File: config.mk
export PLATFORM = sky130hd
export DESIGN_NAME = qtu_node_id_table_update
export DESIGN_NICKNAME = d
export VERILOG_FILES = /design/src/rtl/qtu_node_id_table_update.sv
export SDC_FILE = /design/constraint.sdc
export NUM_CORES = 1
export LEC_CHECK = 0
export ABC_AREA = 0
export BUFFER_PORTS_ARGS = -buffer_cell sky130_fd_sc_hd__buf_2
export CAP_MARGIN = 40
export CORE_AREA = 2 2 116 118
export CTS_CLUSTER_DIAMETER = 60
export DETAILED_ROUTE_END_ITERATION = 10
export DIE_AREA = 0 0 118 120
export PLACE_DENSITY_LB_ADDON = 0.05
export RECOVER_POWER = 50
export SLEW_MARGIN = 20
export SYNTH_ARGS = -nofsm -noshare
export SYNTH_HDL_FRONTEND = slang
export SYNTH_SLANG_ARGS = --single-unit
File: constraint.sdc
create_clock -name clk -period 8.4 [get_ports clk]
set_input_delay 1.26 -clock clk [delete_from_list [all_inputs] [get_ports clk]]
set_output_delay 1.26 -clock clk [all_outputs]
set_load 0.02 [all_outputs]
File: src/rtl/qtu_node_id_table_update.sv
// qtu_node_id_table_update: neighbor-ID search/append and known-CH bookkeeping per received packet
module qtu_node_id_table_update #(
  parameter int WORD_WIDTH    = 16,
  parameter int MAX_NEIGHBORS = 2048
) (
  input  logic                  clk,
  input  logic                  nrst,
  input  logic                  en,
  input  logic [WORD_WIDTH-1:0] fSourceID,
  input  logic [WORD_WIDTH-1:0] fKnownCH,
  input  logic [2:0]            fPacketType,
  input  logic [WORD_WIDTH-1:0] mSourceID,
  input  logic [WORD_WIDTH-1:0] mNeighborCount,
  input  logic [WORD_WIDTH-1:0] mKnownCH,
  input  logic [WORD_WIDTH-1:0] mKnownCHCount,
  output logic [WORD_WIDTH-1:0] nodeID,
  output logic [WORD_WIDTH-1:0] neighborCount,
  output logic [WORD_WIDTH-1:0] knownCH,
  output logic [WORD_WIDTH-1:0] knownCHCount,
  output logic                  wr_en,
  output logic                  done
);
  typedef enum logic [2:0] {IDLE, SEARCH, COMPARE, APPEND, DONE} state_t;
  state_t state_q, state_d;
  logic [WORD_WIDTH-1:0] src_q, src_d, cnt_q, cnt_d, idx_q, idx_d, node_q, node_d, ch_q, ch_d, chc_q, chc_d;
  logic ch_hit;
  always_ff @(posedge clk or posedge nrst)
    if (nrst) begin
      state_q <= IDLE;
      src_q   <= '0;
      cnt_q   <= '0;
      idx_q   <= '0;
      node_q  <= '0;
      ch_q    <= '0;
      chc_q   <= '0;
    end else begin
      state_q <= state_d;
      src_q   <= src_d;
      cnt_q   <= cnt_d;
      idx_q   <= idx_d;
      node_q  <= node_d;
      ch_q    <= ch_d;
      chc_q   <= chc_d;
    end
  always_comb begin
    state_d = state_q;
    src_d   = src_q;
    cnt_d   = cnt_q;
    idx_d   = idx_q;
    node_d  = node_q;
    ch_d    = ch_q;
    chc_d   = chc_q;
    ch_hit  = fKnownCH != '0 && fKnownCH != mKnownCH;
    case (state_q)
      IDLE: if (en) begin
        src_d   = fSourceID;
        cnt_d   = mNeighborCount;
        idx_d   = '0;
        ch_d    = ch_hit ? fKnownCH : mKnownCH;
        chc_d   = mKnownCHCount + WORD_WIDTH'(ch_hit);
        state_d = (fPacketType == 3'b000 || fPacketType == 3'b111) ? DONE : SEARCH;
      end
      // a full table ends the scan without appending
      SEARCH:  state_d = idx_q != cnt_q ? COMPARE : (cnt_q >= WORD_WIDTH'(MAX_NEIGHBORS)) ? DONE : APPEND;
      COMPARE: begin
        state_d = mSourceID == src_q ? DONE : SEARCH;
        idx_d   = mSourceID == src_q ? idx_q : idx_q + WORD_WIDTH'(1);
      end
      APPEND: begin
        node_d  = src_q;
        cnt_d   = cnt_q + WORD_WIDTH'(1);
        state_d = DONE;
      end
      default: state_d = IDLE;
    endcase
  end
  assign neighborCount = (state_q == SEARCH || state_q == COMPARE) ? idx_q : cnt_q;
  assign nodeID        = state_q == APPEND ? src_q : node_q;
  assign wr_en         = state_q == APPEND;
  assign done          = state_q == DONE;
  assign knownCH       = ch_q;
  assign knownCHCount  = chc_q;
endmodule

# Yosys cells after proc, flatten, opt, wreduce, memory -nomap -nowiden
# Index checks and enable logic that the tools add are counted.
# word_totals
romBits	0
mem_bits_rw	0
output_inout_bits	66
in_bits	102
latchBits	0
n_memories	0
ff_bits	99
elab_cells	46
# op_classes
reduce_logical	11
muxes	14
eq_ne	10
div	0
order_cmp	1
shifts	0
mul	0
n_addsub	3
n_bitwise	0
# ops
op	count
16-bit 2-to-1 mux	6
16-bit case mux with 2 select lines	2
16-bit by 1-bit adder with 16-bit output (second input constant)	2
16-bit != test	2
16-bit by 1-bit adder with 16-bit output	1
16-bit == test	1
16-bit by 12-bit greater-or-equal comparator with 1-bit output (second input constant)	1
16-bit nonzero test	1
3-bit 2-to-1 mux	5
3-bit case mux with 4 select lines	1
3-bit by 2-bit == test with 1-bit output (second input constant)	2
3-bit == test (second input constant)	2
3-bit zero test	2
2-bit != test (second input constant)	2
2-bit AND reduction	2
2-bit nonzero test	2
3-bit by 1-bit == test with 1-bit output (second input constant)	1
3-bit AND reduction	1
1-bit logical OR	2
1-bit logical AND	1

# Logic depth before layout (Yosys ltp)
# Gate-level depths: netlist (run 1).
# logic_depth
depth_word	5
depth_mapped	12
depth_no_buf	10

# Least setup slack after synthesis (run 1)
# OpenSTA, ideal clock, no wires.
# synth_timing
kind	input to register
start	in fKnownCH[1]
end	reg chc_q[14] (netlist: knownCHCount[14])
t_arrival_ns	3.163
setup_time_ns	0.134
required_time_ns	8.266
path_slack_ns	5.103
cell_stages	12
path_buffers	2
cell_sequence	xor2_1 -> nor4_1 -> and4_1 -> buf_2 -> buf_2 -> nor2_1 -> ha_1 -> ha_1 -> and3_1 -> nand4_1 -> xor2_1 -> o21ai_0
# synth_between
elab_chain_cells	3
word_cells_on_any_way	4
classes_between	add/sub: 1; eq/ne: 1; reduce/logical: 2
# synth_rtl
item	line_no	source
start: declaration	10	input logic [WORD_WIDTH-1:0] fKnownCH,
16-bit != test / 16-bit nonzero test (equally long branches)	53	ch_hit = fKnownCH != '0 && fKnownCH != mKnownCH;
1-bit logical AND (*)	53	
16-bit by 1-bit adder with 16-bit output (*)	60	chc_d = mKnownCHCount + WORD_WIDTH'(ch_hit);
end signal: assignment	43	chc_q <= chc_d;
end: declaration	25	logic [WORD_WIDTH-1:0] src_q, src_d, cnt_q, cnt_d, idx_q, idx_d, node_q, node_d, ch_q, ch_d, chc_q, chc_d;
# Mark *: on every way between the ends. The rest lies on a longest branch, timed or not.
# A chain may end at the register's enable or synchronous reset.

==> flow_metrics.env, run 1 <==
export IMPL_period_needed_ns=4.85
export IMPL_accumulated_negative_setup_slack_ns=0
export IMPL_port_buffer_count=167
export IMPL_layout_setup_ws_ns=3.55
export IMPL_number_of_global_route_vias_before_repair=5178
export IMPL_max_freq_ghz=0.206
export IMPL_die_h_um=120
export IMPL_worstPathRequired_ns=8.27
export IMPL_grt_setup_unrepaired="false"
export IMPL_initial_core_util_pct=43.8
export IMPL_post_route_cells_drive_above_1_share_pct=21.3
export IMPL_hold_path_startpoint="node_q[13]"
export IMPL_synth_async_reset_ratio_pct=100
export IMPL_critPathArrivalTime_ns=4.72
export IMPL_cell_count_after_synthesis=674
export IMPL_average_vias_per_placed_instance=5.31
export IMPL_die_w_um=118
export IMPL_largest_net_degree_at_the_start_of_global_routing=77
export IMPL_final_min_period_over_clock_period_pct=57.8
export IMPL_wl_per_cell_um=15.6
export IMPL_synthDominantAreaCellType="dfrtp_1"
export IMPL_routabilityCongestion=0.834
export IMPL_syn_avg_cell_area_um2=8.44
export IMPL_grt_antenna_before_repair=1
export IMPL_drt_antenna_violating_nets=0
export IMPL_yosysUniqueCellTypes=44
export IMPL_clock_tree_htree_level_count=3
export IMPL_cts_resized=0
export IMPL_clk_path_buf_depth=2
export IMPL_dieArea_um2=14200
export IMPL_cellPowerDensity_nw_per_um2=353
export IMPL_synthesized_area_um2=5690
export IMPL_design_portCount=168
export IMPL_final_core_util_pct=53.1
export IMPL_leakagePower_nw=3.18
export IMPL_max_transition_viols_final=158
export IMPL_synth_largest_type_area_fraction_pct=43.6
export IMPL_crit_reg2reg_launch="state_q[0]"
export IMPL_drt_first_iter_violations=404
export IMPL_most_common_library_cell_in_the_layout_ignoring_fill_and_taps="nand2_1"
export IMPL_yosysWarnings=0
export IMPL_grt_usage_pct=22.8
export IMPL_first_pass_grt_wire_length_um=25800
export IMPL_route_detailed_drc=0
export IMPL_fillCellCount=1297
export IMPL_finalHoldViolCount=0
export IMPL_placement_rows=42
export IMPL_detailedPlacementHpwl_um=11100
export IMPL_cts_hold_buffers=0
export IMPL_ir_worst_vdd_mv=0.217
export IMPL_vias=5303
export IMPL_failing_checks="capacitance limit, slew limit"
export IMPL_setup_viol=0
export IMPL_yosysSeqAreaShare_pct=43.6
export IMPL_cts_reportedPaths_clkPinSlew_ns=0.07
export IMPL_tritoncts_num_sinks=99
export IMPL_crit_fanout=52
export IMPL_post_layout_total_power_mw=2.43
export IMPL_maxSlewHeadroom_pct=-82.7
export IMPL_synth_enable_flop_cells=0
export IMPL_finalNonFillerCells=998
export IMPL_syn_num_nets=782
export IMPL_critical_path_reg2reg_endpoint="cnt_q[4]"
export IMPL_cap_violations=3
export IMPL_reg2regPathDepth=6
export IMPL_clock_insertion_delay_worst_skew_ns=0.35
export IMPL_post_cts_repair_setup_buffers=0
export IMPL_layout_nets=924
export IMPL_place_ws_ns=4.51
export IMPL_root_buffer="clkbuf_16"
export IMPL_seqCellArea_um2=2480
export IMPL_ys_seq_elements=99
export IMPL_hold_path_class="reg -> reg"
export IMPL_grt_remaining_overflow=0
export IMPL_design_core_area_um2=13000
export IMPL_worst_clock_skew_ns=0.00903
export IMPL_drt_pass1_iterations=5
export IMPL_area_growth_synth_to_final_pct=21.1
export IMPL_most_common_layout_cells="nand2_1, buf_2, dfrtp_1"
export IMPL_setup_worst_path_class="in -> async"
export IMPL_clock_tree_from_tritoncts="built"
export IMPL_timing_worst_slew_pin_value_ns=2.74
export IMPL_hold_path_end="node_q[13]"
export IMPL_end_kind="async pin"
export IMPL_numCtsBuffers=9
export IMPL_dominantRegCellSynth="dfrtp_1"
export IMPL_r2r_slack_ns=4.63
export IMPL_placed_cells=979
export IMPL_status="finished with violations"
export IMPL_multi_input_area_um2=2970
export IMPL_wl_um=15600
export IMPL_area_contributors_post_synth="dfrtp_1, nand2_1, xor2_1"
export IMPL_worst_setup_path_start_kind="input port"
export IMPL_holdPathStages=2
-- routing by layer --
metal | global-route usage [%] | vias up | wire length [um]
met2 | 38.4 | 167 | 7630
li1 | - | 2603 | -
met3 | 6.42 | 17 | 1070
met4 | 6.48 | 2 | 258
met1 | 28.7 | 2514 | 6610
met5 | 0 | - | 13
-- per-stage QoR --
stage          cell area, um^2  hold WS [ns]
3_3_place_gp              6590         0.448
4_1_cts                   6920         0.476
6_report                  6890         0.471
2_1_floorplan             5690         0.487
5_1_grt                   6890         0.491
3_5_place_dp              6610         0.457
-- worst max-delay path, cell delays in order --
cell and delay (ns):
buf_2 0.10, clkinvlp_2 1.29, clkbuf_1 2.01
-- state kept, by name (all words and copies together), names as in the netlist --
register      flops
src_q            16
node_q           16
cnt_q            16
knownCH          16
state_q           3
idx_q            16
knownCHCount     16
-- area by class of cell --
type / count / share of cell area [%]
clock inverter: 6 / 1.02
antenna: 1 / 0.0363
clock buffer: 10 / 3.47
sequential: 99 / 36.0
timing repair buffer: 174 / 12.7
inverter: 9 / 0.509
multi-input combinational: 523 / 43.2
tap: 176 / 3.20
-- worst max path at each step --
stage                 startpoint               end  slack, ns  depth (start not counted)
global route                nrst          idx_q[9]       2.75                          3
floorplan                   nrst          cnt_q[0]       4.55                          1
global placement    fKnownCH[10]  knownCHCount[14]       4.53                         11
CTS                   state_q[0]        nodeID[14]       4.66                          5
finish                      nrst          idx_q[3]       3.55                          3
detailed placement   fKnownCH[1]  knownCHCount[14]       4.51                         11
-- cells by family after synthesis --
logic type / synth area share (%)
AO/OA/AOI/OAI: 14.6
XOR/XNOR: 9.70
AND/OR/NAND/NOR: 23.9
buffers and inverters: 4.00
adder cells (fa/ha/maj): 1.32
flip-flops: 43.6
multiplexers: 2.88
-- synthesized netlist by cell type (all sizes together) (6+ instances only) --
library cell	count
nor4	14
mux2	11
nand2	168
nand3	18
ha	6
buf	18
clkbuf	25
xnor2	22
and3	9
xor2	41
a211oi	7
nand4	15
dfrtp	99
nor2	39
a21oi	52
inv	9
nor3	13
and4	6
o21ai	53
a2111o	9
-- power breakdown --
group / switching [mW] / internal [mW] / leakage [nW] / total, mW
registers: 0.178 / 0.677 / 1.22 / 0.855
clock network: 0.190 / 0.242 / 0.154 / 0.432
logic: 0.739 / 0.405 / 1.80 / 1.14
Note: power is estimated with default switching activity, not from simulation.
==> inputs of run 2 (changes only) <==
==> constraint.sdc (replaced) <==
create_clock -name clk -period 4.9 [get_ports clk]
set_input_delay 0.735 -clock clk [delete_from_list [all_inputs] [get_ports clk]]
set_output_delay 0.735 -clock clk [all_outputs]
set_load 0.02 [all_outputs]
==> flow_metrics.env, run 2 (synthesis gave the netlist of run 1 again) <==
export IMPL_cap_violations=1
export IMPL_drt_first_iter_violations=325
export IMPL_leakagePower_nw=3.20
export IMPL_multi_input_area_um2=2990
export IMPL_ir_worst_vdd_mv=0.285
export IMPL_wl_per_cell_um=15.9
export IMPL_layout_nets=925
export IMPL_worst_clock_skew_ns=0.0134
export IMPL_routed_top_layer="met4"
export IMPL_largest_net_degree_at_the_start_of_global_routing=60
export IMPL_timing_worst_slew_pin_value_ns=2.23
export IMPL_placed_cell_area_um2=6610
export IMPL_placement_rows=42
export IMPL_dieArea_um2=14200
export IMPL_drt_antenna_violating_nets=0
export IMPL_met1_length_um=6880
export IMPL_route_detailed_drc=0
export IMPL_period_needed_ns=3.14
export IMPL_design_portCount=168
export IMPL_routabilityCongestion=0.857
export IMPL_clock_tree_from_tritoncts="built"
export IMPL_hold_path_class="in -> async"
export IMPL_final_core_util_pct=53.3
export IMPL_cts_hold_buffers=0
export IMPL_vias=5296
export IMPL_detailroute_wirelength_met2_um=7570
export IMPL_max_freq_ghz=0.319
export IMPL_area_growth_synth_to_final_pct=21.6
export IMPL_post_cts_repair_setup_buffers=0
export IMPL_reg2regPathDepth=6
export IMPL_accumulated_negative_setup_slack_ns=0
export IMPL_grt_remaining_overflow=0
export IMPL_post_route_cells_drive_above_1_share_pct=21.7
export IMPL_setup_viol=0
export IMPL_average_vias_per_placed_instance=5.30
export IMPL_numCtsBuffers=9
export IMPL_crit_reg2reg_launch="state_q[0]"
export IMPL_critical_path_reg2reg_endpoint="cnt_q[6]"
export IMPL_grt_antenna_before_repair=0
export IMPL_fillCellCount=1333
export IMPL_first_pass_grt_wire_length_um=25900
export IMPL_die_w_um=118
export IMPL_cts_reportedPaths_clkPinSlew_ns=0.07
export IMPL_port_buffer_count=167
export IMPL_clk_path_buf_depth=2
export IMPL_worstPathRequired_ns=4.16
export IMPL_critPathArrivalTime_ns=2.40
export IMPL_detailedPlacementHpwl_um=11300
export IMPL_maxSlewHeadroom_pct=-48.8
export IMPL_r2r_slack_ns=2.44
export IMPL_wl_um=15900
export IMPL_grt_setup_unrepaired="false"
export IMPL_initial_core_util_pct=43.8
export IMPL_crit_fanout=29
export IMPL_placed_cells=979
export IMPL_setup_worst_path_class="reg -> out"
export IMPL_design_core_area_um2=13000
export IMPL_most_common_layout_cells="nand2_1, buf_2, dfrtp_1"
export IMPL_die_h_um=120
export IMPL_cts_resized=0
export IMPL_grt_usage_pct=23.0
export IMPL_clock_insertion_delay_worst_skew_ns=0.36
export IMPL_cellPowerDensity_nw_per_um2=599
export IMPL_finalNonFillerCells=999
export IMPL_most_common_library_cell_in_the_layout_ignoring_fill_and_taps="nand2_1"
export IMPL_max_transition_viols_final=42
export IMPL_seqCellArea_um2=2480
export IMPL_clock_tree_htree_level_count=3
export IMPL_worst_setup_path_start_kind="flip-flop"
export IMPL_finalHoldViolCount=0
export IMPL_end_kind="output pin"
export IMPL_failing_checks="capacitance limit, slew limit"
export IMPL_drt_pass1_iterations=5
export IMPL_tritoncts_num_sinks=99
export IMPL_status="finished with violations"
export IMPL_final_cell_area_um2=6920
export IMPL_number_of_global_route_vias_before_repair=5189
export IMPL_final_min_period_over_clock_period_pct=64.0
export IMPL_root_buffer="clkbuf_16"
export IMPL_wl_met3_um=1060
run 2: cell count changes in the layout (fill, tap and decap cells not counted), sizes merged:
cell,change
bufinv,-1
inv,-1
clkinvlp,+1
buf,+2
run 2: layout make-up:
type / count / share of cell area, %
multi-input cells: 523 / 43.2
flip-flops and latches: 99 / 35.8
repair buffers: 175 / 13.0
clock buffers: 11 / 3.65
well taps: 176 / 3.18
clock inverters: 5 / 0.615
inverters: 9 / 0.507
diodes: 1 / 0.0362
run 2: per-layer routing:
| metal | vias up | global-route usage [%] |
|---|---|---|
| li1 | 2615 | - |
| met1 | 2485 | 29.2 |
| met2 | 171 | 37.0 |
| met3 | 25 | 6.75 |
| met4 | 0 | 9.41 |
| met5 | - | 0 |
run 2: through the flow:
step	setup WS [ns]	power (mW)	hold WS, ns
final	1.76	4.14	0.341
after CTS	1.68	4.21	0.473
after global placement	1.59	3.43	0.448
after detailed placement	1.56	3.48	0.453
after floorplan	1.57	2.80	0.487
after global routing	1.22	4.46	0.350
run 2: worst max-delay path by stage:
| stage | end | cells past startpoint | start |
|---|---|---|---|
| 6_report | nodeID[5] | 5 | state_q[0] |
| 5_1_grt | knownCH[6] | 4 | nrst |
| 3_3_place_gp | knownCHCount[14] | 11 | fKnownCH[10] |
| 4_1_cts | nodeID[12] | 5 | state_q[0] |
| 3_5_place_dp | knownCHCount[14] | 11 | fKnownCH[1] |
| 2_1_floorplan | cnt_q[0] | 1 | nrst |
run 2: worst max-delay path, cell delays in order, from the launching register on:
cell and delay (ns):
dfrtp_1 0.58, nand3b_4 0.36, inv_1 0.71, nand2_1 0.11, nand2_1 0.10, buf_2 0.17
run 2: report_power, final:
| group | switching (mW) | total [mW] | internal, mW |
|---|---|---|---|
| sequential | 0.310 | 1.47 | 1.16 |
| combinational | 1.27 | 1.96 | 0.691 |
| clock | 0.334 | 0.712 | 0.378 |
